**src/rtl/systolic_pkg.sv**
```systemverilog
// Shared types and index helpers for the systolic matrix-multiply engine.
package systolic_pkg;

  typedef enum logic [1:0] {
    S_IDLE    = 2'd0,
    S_CLEAR   = 2'd1,
    S_COMPUTE = 2'd2,
    S_DONE    = 2'd3
  } state_t;

  // Edges from the start-accepting edge to the edge that raises done
  function automatic int latency(input int k, input int m, input int n);
    return k + m + n;
  endfunction

  function automatic int a_idx(input int i, input int k, input int inner);
    return i * inner + k;
  endfunction

  function automatic int b_idx(input int k, input int j, input int cols);
    return k * cols + j;
  endfunction

  function automatic int c_idx(input int i, input int j, input int cols);
    return i * cols + j;
  endfunction

endpackage

```
**src/rtl/systolic_matmul_engine_mac_pe.sv**
```systemverilog
// Output-stationary multiply-accumulate cell: forwards a right and b down each cycle.
module mac_pe #(
  parameter int OP_WIDTH  = 8,
  parameter int ACC_WIDTH = 32
) (
  input  logic                        clk,
  input  logic                        reset,
  input  logic                        clr,
  input  logic                        en,
  input  logic signed [OP_WIDTH-1:0]  a_in,
  input  logic signed [OP_WIDTH-1:0]  b_in,
  output logic signed [OP_WIDTH-1:0]  a_out,
  output logic signed [OP_WIDTH-1:0]  b_out,
  output logic signed [ACC_WIDTH-1:0] acc
);

  logic signed [2*OP_WIDTH-1:0] prod;

  assign prod = a_out * b_out;

  always_ff @(posedge clk or negedge reset) begin
    if (!reset) begin
      a_out <= '0;
      b_out <= '0;
      acc   <= '0;
    end else if (clr) begin
      a_out <= '0;
      b_out <= '0;
      acc   <= '0;
    end else begin
      a_out <= a_in;
      b_out <= b_in;
      if (en) acc <= acc + ACC_WIDTH'(prod);
    end
  end

endmodule

```
**src/rtl/systolic_matmul_engine.sv**
```systemverilog
// Output-stationary systolic C = A x B with start/busy/done handshake and held result.
// Optional macro SYSTOLIC_ACCUMULATE_EN adds an accumulate input that keeps C across runs.
module systolic_matmul_engine
  import systolic_pkg::*;
#(
  parameter int ROWS      = 2,
  parameter int COLS      = 2,
  parameter int INNER     = 2,
  parameter int OP_WIDTH  = 8,
  parameter int ACC_WIDTH = 32
) (
  input  logic                              clk,
  input  logic                              reset,
`ifdef SYSTOLIC_ACCUMULATE_EN
  input  logic                              accumulate,
`endif
  input  logic                              start,
  input  logic [ROWS*INNER*OP_WIDTH-1:0]    a_in,
  input  logic [INNER*COLS*OP_WIDTH-1:0]    b_in,
  output logic                              busy,
  output logic                              done,
  output logic                              c_valid,
  output logic [ROWS*COLS*ACC_WIDTH-1:0]    c_out
);

  localparam int LAT = latency(INNER, ROWS, COLS);
  localparam int SW  = $clog2(LAT);

  state_t                           state;
  logic [SW-1:0]                    step;
  logic [ROWS*INNER*OP_WIDTH-1:0]   a_lat;
  logic [INNER*COLS*OP_WIDTH-1:0]   b_lat;
  logic                             pe_clr;
  logic                             pe_en;

  logic signed [OP_WIDTH-1:0]  a_edge [ROWS];
  logic signed [OP_WIDTH-1:0]  b_edge [COLS];
  logic signed [OP_WIDTH-1:0]  a_pass [ROWS][COLS];
  logic signed [OP_WIDTH-1:0]  b_pass [ROWS][COLS];
  logic signed [ACC_WIDTH-1:0] acc_w  [ROWS][COLS];

`ifdef SYSTOLIC_ACCUMULATE_EN
  logic acc_keep;
  assign pe_clr = (state == S_CLEAR) && !acc_keep;
`else
  assign pe_clr = (state == S_CLEAR);
`endif
  assign pe_en = (state == S_COMPUTE);

  always_ff @(posedge clk or negedge reset) begin
    if (!reset) begin
      state    <= S_IDLE;
      step     <= '0;
      busy     <= 1'b0;
      done     <= 1'b0;
      c_valid  <= 1'b0;
      a_lat    <= '0;
      b_lat    <= '0;
`ifdef SYSTOLIC_ACCUMULATE_EN
      acc_keep <= 1'b0;
`endif
    end else begin
      done <= 1'b0;
      case (state)
        S_IDLE, S_DONE: begin
          if (start) begin
            state   <= S_CLEAR;
            busy    <= 1'b1;
            c_valid <= 1'b0;
            a_lat   <= a_in;
            b_lat   <= b_in;
`ifdef SYSTOLIC_ACCUMULATE_EN
            acc_keep <= accumulate;
`endif
          end else begin
            state <= S_IDLE;
          end
        end
        S_CLEAR: begin
          state <= S_COMPUTE;
          step  <= '0;
        end
        S_COMPUTE: begin
          if (step == SW'(LAT - 2)) begin
            state   <= S_DONE;
            busy    <= 1'b0;
            done    <= 1'b1;
            c_valid <= 1'b1;
          end else begin
            step <= step + 1'b1;
          end
        end
        default: state <= S_IDLE;
      endcase
    end
  end

  // Diagonal wavefront: row i / column j lag the step by i / j cycles
  always_comb begin
    for (int i = 0; i < ROWS; i++) begin
      a_edge[i] = '0;
      if (state == S_COMPUTE && int'(step) >= i && int'(step) < i + INNER)
        a_edge[i] = a_lat[OP_WIDTH*a_idx(i, int'(step) - i, INNER) +: OP_WIDTH];
    end
    for (int j = 0; j < COLS; j++) begin
      b_edge[j] = '0;
      if (state == S_COMPUTE && int'(step) >= j && int'(step) < j + INNER)
        b_edge[j] = b_lat[OP_WIDTH*b_idx(int'(step) - j, j, COLS) +: OP_WIDTH];
    end
  end

  for (genvar i = 0; i < ROWS; i++) begin : g_row
    for (genvar j = 0; j < COLS; j++) begin : g_col
      logic signed [OP_WIDTH-1:0] a_src;
      logic signed [OP_WIDTH-1:0] b_src;

      if (j == 0) begin : g_a_edge
        assign a_src = a_edge[i];
      end else begin : g_a_chain
        assign a_src = a_pass[i][j-1];
      end

      if (i == 0) begin : g_b_edge
        assign b_src = b_edge[j];
      end else begin : g_b_chain
        assign b_src = b_pass[i-1][j];
      end

      mac_pe #(
        .OP_WIDTH (OP_WIDTH),
        .ACC_WIDTH(ACC_WIDTH)
      ) u_pe (
        .clk  (clk),
        .reset(reset),
        .clr  (pe_clr),
        .en   (pe_en),
        .a_in (a_src),
        .b_in (b_src),
        .a_out(a_pass[i][j]),
        .b_out(b_pass[i][j]),
        .acc  (acc_w[i][j])
      );

      assign c_out[ACC_WIDTH*c_idx(i, j, COLS) +: ACC_WIDTH] = acc_w[i][j];
    end
  end

endmodule
```
**config.mk**
```make
export PLATFORM = sky130hd
export DESIGN_NAME = systolic_matmul_engine
export DESIGN_NICKNAME = d
export VERILOG_FILES = /design/src/rtl/systolic_pkg.sv /design/src/rtl/systolic_matmul_engine_mac_pe.sv /design/src/rtl/systolic_matmul_engine.sv
export SDC_FILE = /design/constraint.sdc
export NUM_CORES = 2
export LEC_CHECK = 0
export CORE_MARGIN = 2
export CORE_UTILIZATION = 60
export CTS_CLUSTER_DIAMETER = 30
export CTS_CLUSTER_SIZE = 25
export DETAILED_ROUTE_END_ITERATION = 12
export PLACE_DENSITY = 0.81
export SLEW_MARGIN = 20
export SYNTH_ARGS = -nofsm -noshare
export SYNTH_HDL_FRONTEND = slang
export SYNTH_SLANG_ARGS = --single-unit
```
**constraint.sdc**
```tcl
create_clock -name clk -period 8.71 [get_ports clk]
set_input_delay 1.742 -clock clk [delete_from_list [all_inputs] [get_ports clk]]
set_output_delay 1.742 -clock clk [all_outputs]
set_load 0.05 [all_outputs]
```
==> results_dict.tcl <==
set metrics [dict create \
    status "finished clean" \
    synth-simple-area-share 0.0993 \
    synth_warnings 0 \
    yosysUniqueCellTypes 76 \
    dp_hpwl_mm 57.9 \
    pwr-share-clk 0.247 \
    synthXorXnorAreaFrac 0.0340 \
    rows 83 \
    pre_cts_slack_ps 2280 \
    arrival_ps 6980 \
    final.min_clock_period_ps 6480 \
    slew_viol_final 0 \
    start_kind "flip-flop" \
    power_density_nw_per_um2 325 \
    cts_max_path_buffers 3 \
    clock_sinks 264 \
    cts_buffers 78 \
    clock.fmax_ghz 0.154 \
    avgRoutedWirePerCell_um 20.1 \
    synthCells 2856 \
    grt_pass1_wl_mm 128 \
    setup_tns_ps 0 \
    gp_congestion 0.899 \
    internal_power_mw 6.26 \
    hold_path.class "flip-flop to flip-flop" \
    power_leakage_nw 18.9 \
    vdd_ir_drop_max_mv 0.302 \
    hold_viol 0 \
    r2r-end "g_row[0].g_col[0].u_pe.acc[30]$_DFFE_PN0N_" \
    placed_area_um2 33800 \
    p_comb_frac 0.559 \
    whs_path_depth 1 \
    seq_power_share 0.194 \
    hp-start "b_lat[26]$_DFFE_PN0P_" \
    die_y_um 232 \
    io_pins 198 \
    yosysMostFrequentCell "fa_1" \
    ys.flop_type "dfrtp_1" \
    die-area_um2 53700 \
    ant_nets 0 \
    yosys-top-cells-count "fa_1 (544), inv_1 (404), ha_1 (288), dfrtp_1 (264), nand2_1 (247)" \
    ctsHoldBuffers 0 \
    drcViolationCount 0 \
    synthMuxAreaShare 0.0385 \
    viasPerCell 5.79 \
    synthesis.area_um2 31100 \
    antenna_found_initial 0 \
    grt_start_max_net_pins 95 \
    yosysSeqAreaShare 0.212 \
    worst_hold_path.endpoint "b_lat[26]$_DFFE_PN0P_" \
    power_switching_mw 5.61 \
    fin_crit_sh 0.744 \
    rsz0062_at_grt "no" \
    cp_max_fo 25 \
    wl_mm 76.9 \
    ys_seq_elements 264 \
    maxCapViolations 0 \
    max_slew_margin 0.229 \
    htreeDepth 3 \
    clk_pin_slew_ps 50 \
    synthTopCellsByArea "fa_1 (35%), dfrtp_1 (21%), ha_1 (12%)" \
    io_buffers 197 \
    synth_top_family_by_area "adder cells" \
    firstDrtPassIters 5 \
    reg2reg_slack_ps 2230 \
    cts_tree "yes" \
    insertion_delay_ps 630 \
    floorplan.initialDensity 0.607 \
    dr_total_vias 22100 \
    finalPower_mw 11.9 \
    fp.coreArea_um2 51300 \
    fin_area_um2 36600 \
    overflow 0 \
    reg2reg_depth 18 \
    syn_to_final_growth_pct 17.5 \
    setup_slack_ps 2230 \
    synthArstFlopShare 1.00 \
    synth_top_cell_by_area "fa_1" \
    worst_pin_slew_ps 1160 \
    synth_fa_ha_area_frac 0.466 \
    grt_usage 0.302 \
    setup_violations 0 \
    swShare 0.473 \
    synth_top_cell_area_share 0.350 \
    die_w_um 232 \
    rr_startpoint "g_row[0].g_col[0].u_pe.b_out[0]$_DFF_PN0_" \
    critical_path_class "flip-flop to flip-flop" \
    fin_skew_ps 46.6 \
    cp-end-kind "flip-flop" \
    post_cts_buffers 0 \
    grt_pass1_vias 24600 \
    worstPathRequired_ps 9210 \
    cts-root-buf "clkbuf_16" \
    final_nets 3983 \
    synth-compound-area-share 0.0938 \
    syn_avg_cell_area_um2 10.9 \
    syn-num-nets 3755 \
    cts_resized 0 \
    drt-initial-drc-count 1475 \
    drive_above_1_share 0.0839 \
    synth_edf_count 0 \
    antenna_cells 0 \
]
[final cells by class]
class / count / area (um2)
Clock buffer: 91 / 2070
Clock inverter: 51 / 656
Fill cell: 3609 / 14700
Inverter: 404 / 1520
Multi-Input combinational cell: 2126 / 22800
Sequential cell: 264 / 6610
Tap cell: 680 / 851
Timing Repair Buffer: 210 / 2070
[worst max path at each step]
stage                                               from                                         end  slack, ps  cells after the start
5_1_grt        g_row[0].g_col[0].u_pe.b_out[0]$_DFF_PN0_  g_row[0].g_col[0].u_pe.acc[30]$_DFFE_PN0N_       1840                     18
6_report       g_row[0].g_col[0].u_pe.b_out[0]$_DFF_PN0_  g_row[0].g_col[0].u_pe.acc[30]$_DFFE_PN0N_       2230                     18
2_1_floorplan  g_row[0].g_col[0].u_pe.b_out[0]$_DFF_PN0_  g_row[0].g_col[0].u_pe.acc[30]$_DFFE_PN0N_       2350                     19
4_1_cts        g_row[0].g_col[0].u_pe.b_out[0]$_DFF_PN0_  g_row[0].g_col[0].u_pe.acc[30]$_DFFE_PN0N_       2250                     18
3_5_place_dp   g_row[1].g_col[1].u_pe.b_out[0]$_DFF_PN0_  g_row[1].g_col[1].u_pe.acc[31]$_DFFE_PN0N_       2280                     17
3_3_place_gp   g_row[1].g_col[1].u_pe.b_out[0]$_DFF_PN0_  g_row[1].g_col[1].u_pe.acc[31]$_DFFE_PN0N_       2410                     17
[cell usage in the layout, fill, tap and decap left out, types with 9 or more instances in the layout]
master,count
o21ai_0,141
and3_1,10
buf_4,13
a21o_1,45
dfrtp_1,263
nor3_1,10
and2_1,127
clkdlybuf4s50_1,196
xnor2_1,80
nand2b_1,28
inv_1,404
a211oi_1,14
mux2_2,69
nand2_1,246
ha_1,286
fa_1,544
mux2i_1,24
inv_6,10
a21oi_1,96
nand4_1,11
o21bai_1,19
nor2b_1,71
clkinv_2,11
xor2_1,41
clkbuf_16,79
o21a_1,16
nand3_1,21
a31oi_1,11
o211ai_1,12
o31ai_1,15
clkinvlp_4,9
nor2_1,69
a22o_1,19
[critical path, stage by stage (launching register included)]
cell      delay (ps)
dfrtp_1          500
and2_2           810
inv_1            170
fa_1             540
inv_1             60
fa_1             480
fa_1             570
fa_1             440
fa_1             460
ha_1             300
o21ai_0          280
o21bai_2         100
a21oi_2          240
o211ai_2         180
a221oi_2         390
or4b_4           210
a211oi_2          60
or3_1            300
a32o_1           250
[power groups by stage]
stage          combinational, mW  clock (mW)  sequential (mW)
6_report                    6.64        2.93             2.30
5_1_grt                     7.30        3.03             2.37
4_1_cts                     6.64        2.96             2.30
3_5_place_dp                6.49           0             2.30
3_3_place_gp                6.27           0             2.27
2_1_floorplan               4.07           0             2.75
[flip-flops by register name, summed over array words and instances (netlist names)]
signal / count
g_row.g_col.u_pe.acc: 128
g_row.g_col.u_pe.a_out: 32
done: 1
c_valid: 1
b_lat: 32
step: 3
a_lat: 32
busy: 1
state: 2
g_row.g_col.u_pe.b_out: 32
[metal layers]
| metal | GRT usage | routed length [um] |
|---|---|---|
| met1 | 0.399 | 30900 |
| met4 | 0.113 | 2870 |
| met2 | 0.505 | 38800 |
| met3 | 0.0484 | 4320 |
| met5 | 0 | 0 |
[metrics by stage]
stage	util	cells	hold slack, ps
after floorplan	-	2856	474
after global placement	0.660	3684	486
after detailed placement	0.660	3684	492
after CTS	0.713	3826	503
after global routing	0.713	3826	509
final	0.713	3826	502
[cell families (layout without fill, tap and decap cells)]
| group | after synthesis | count (layout) |
|---|---|---|
| fa+ha+maj | 832 | 832 |
| flops | 264 | 264 |
| buf+inv | 466 | 756 |
| compound gates | 449 | 449 |
| simple gates | 623 | 623 |
| mux | 101 | 101 |
| xor+xnor | 121 | 121 |
No activity file was read; power rests on OpenSTA's default activity.
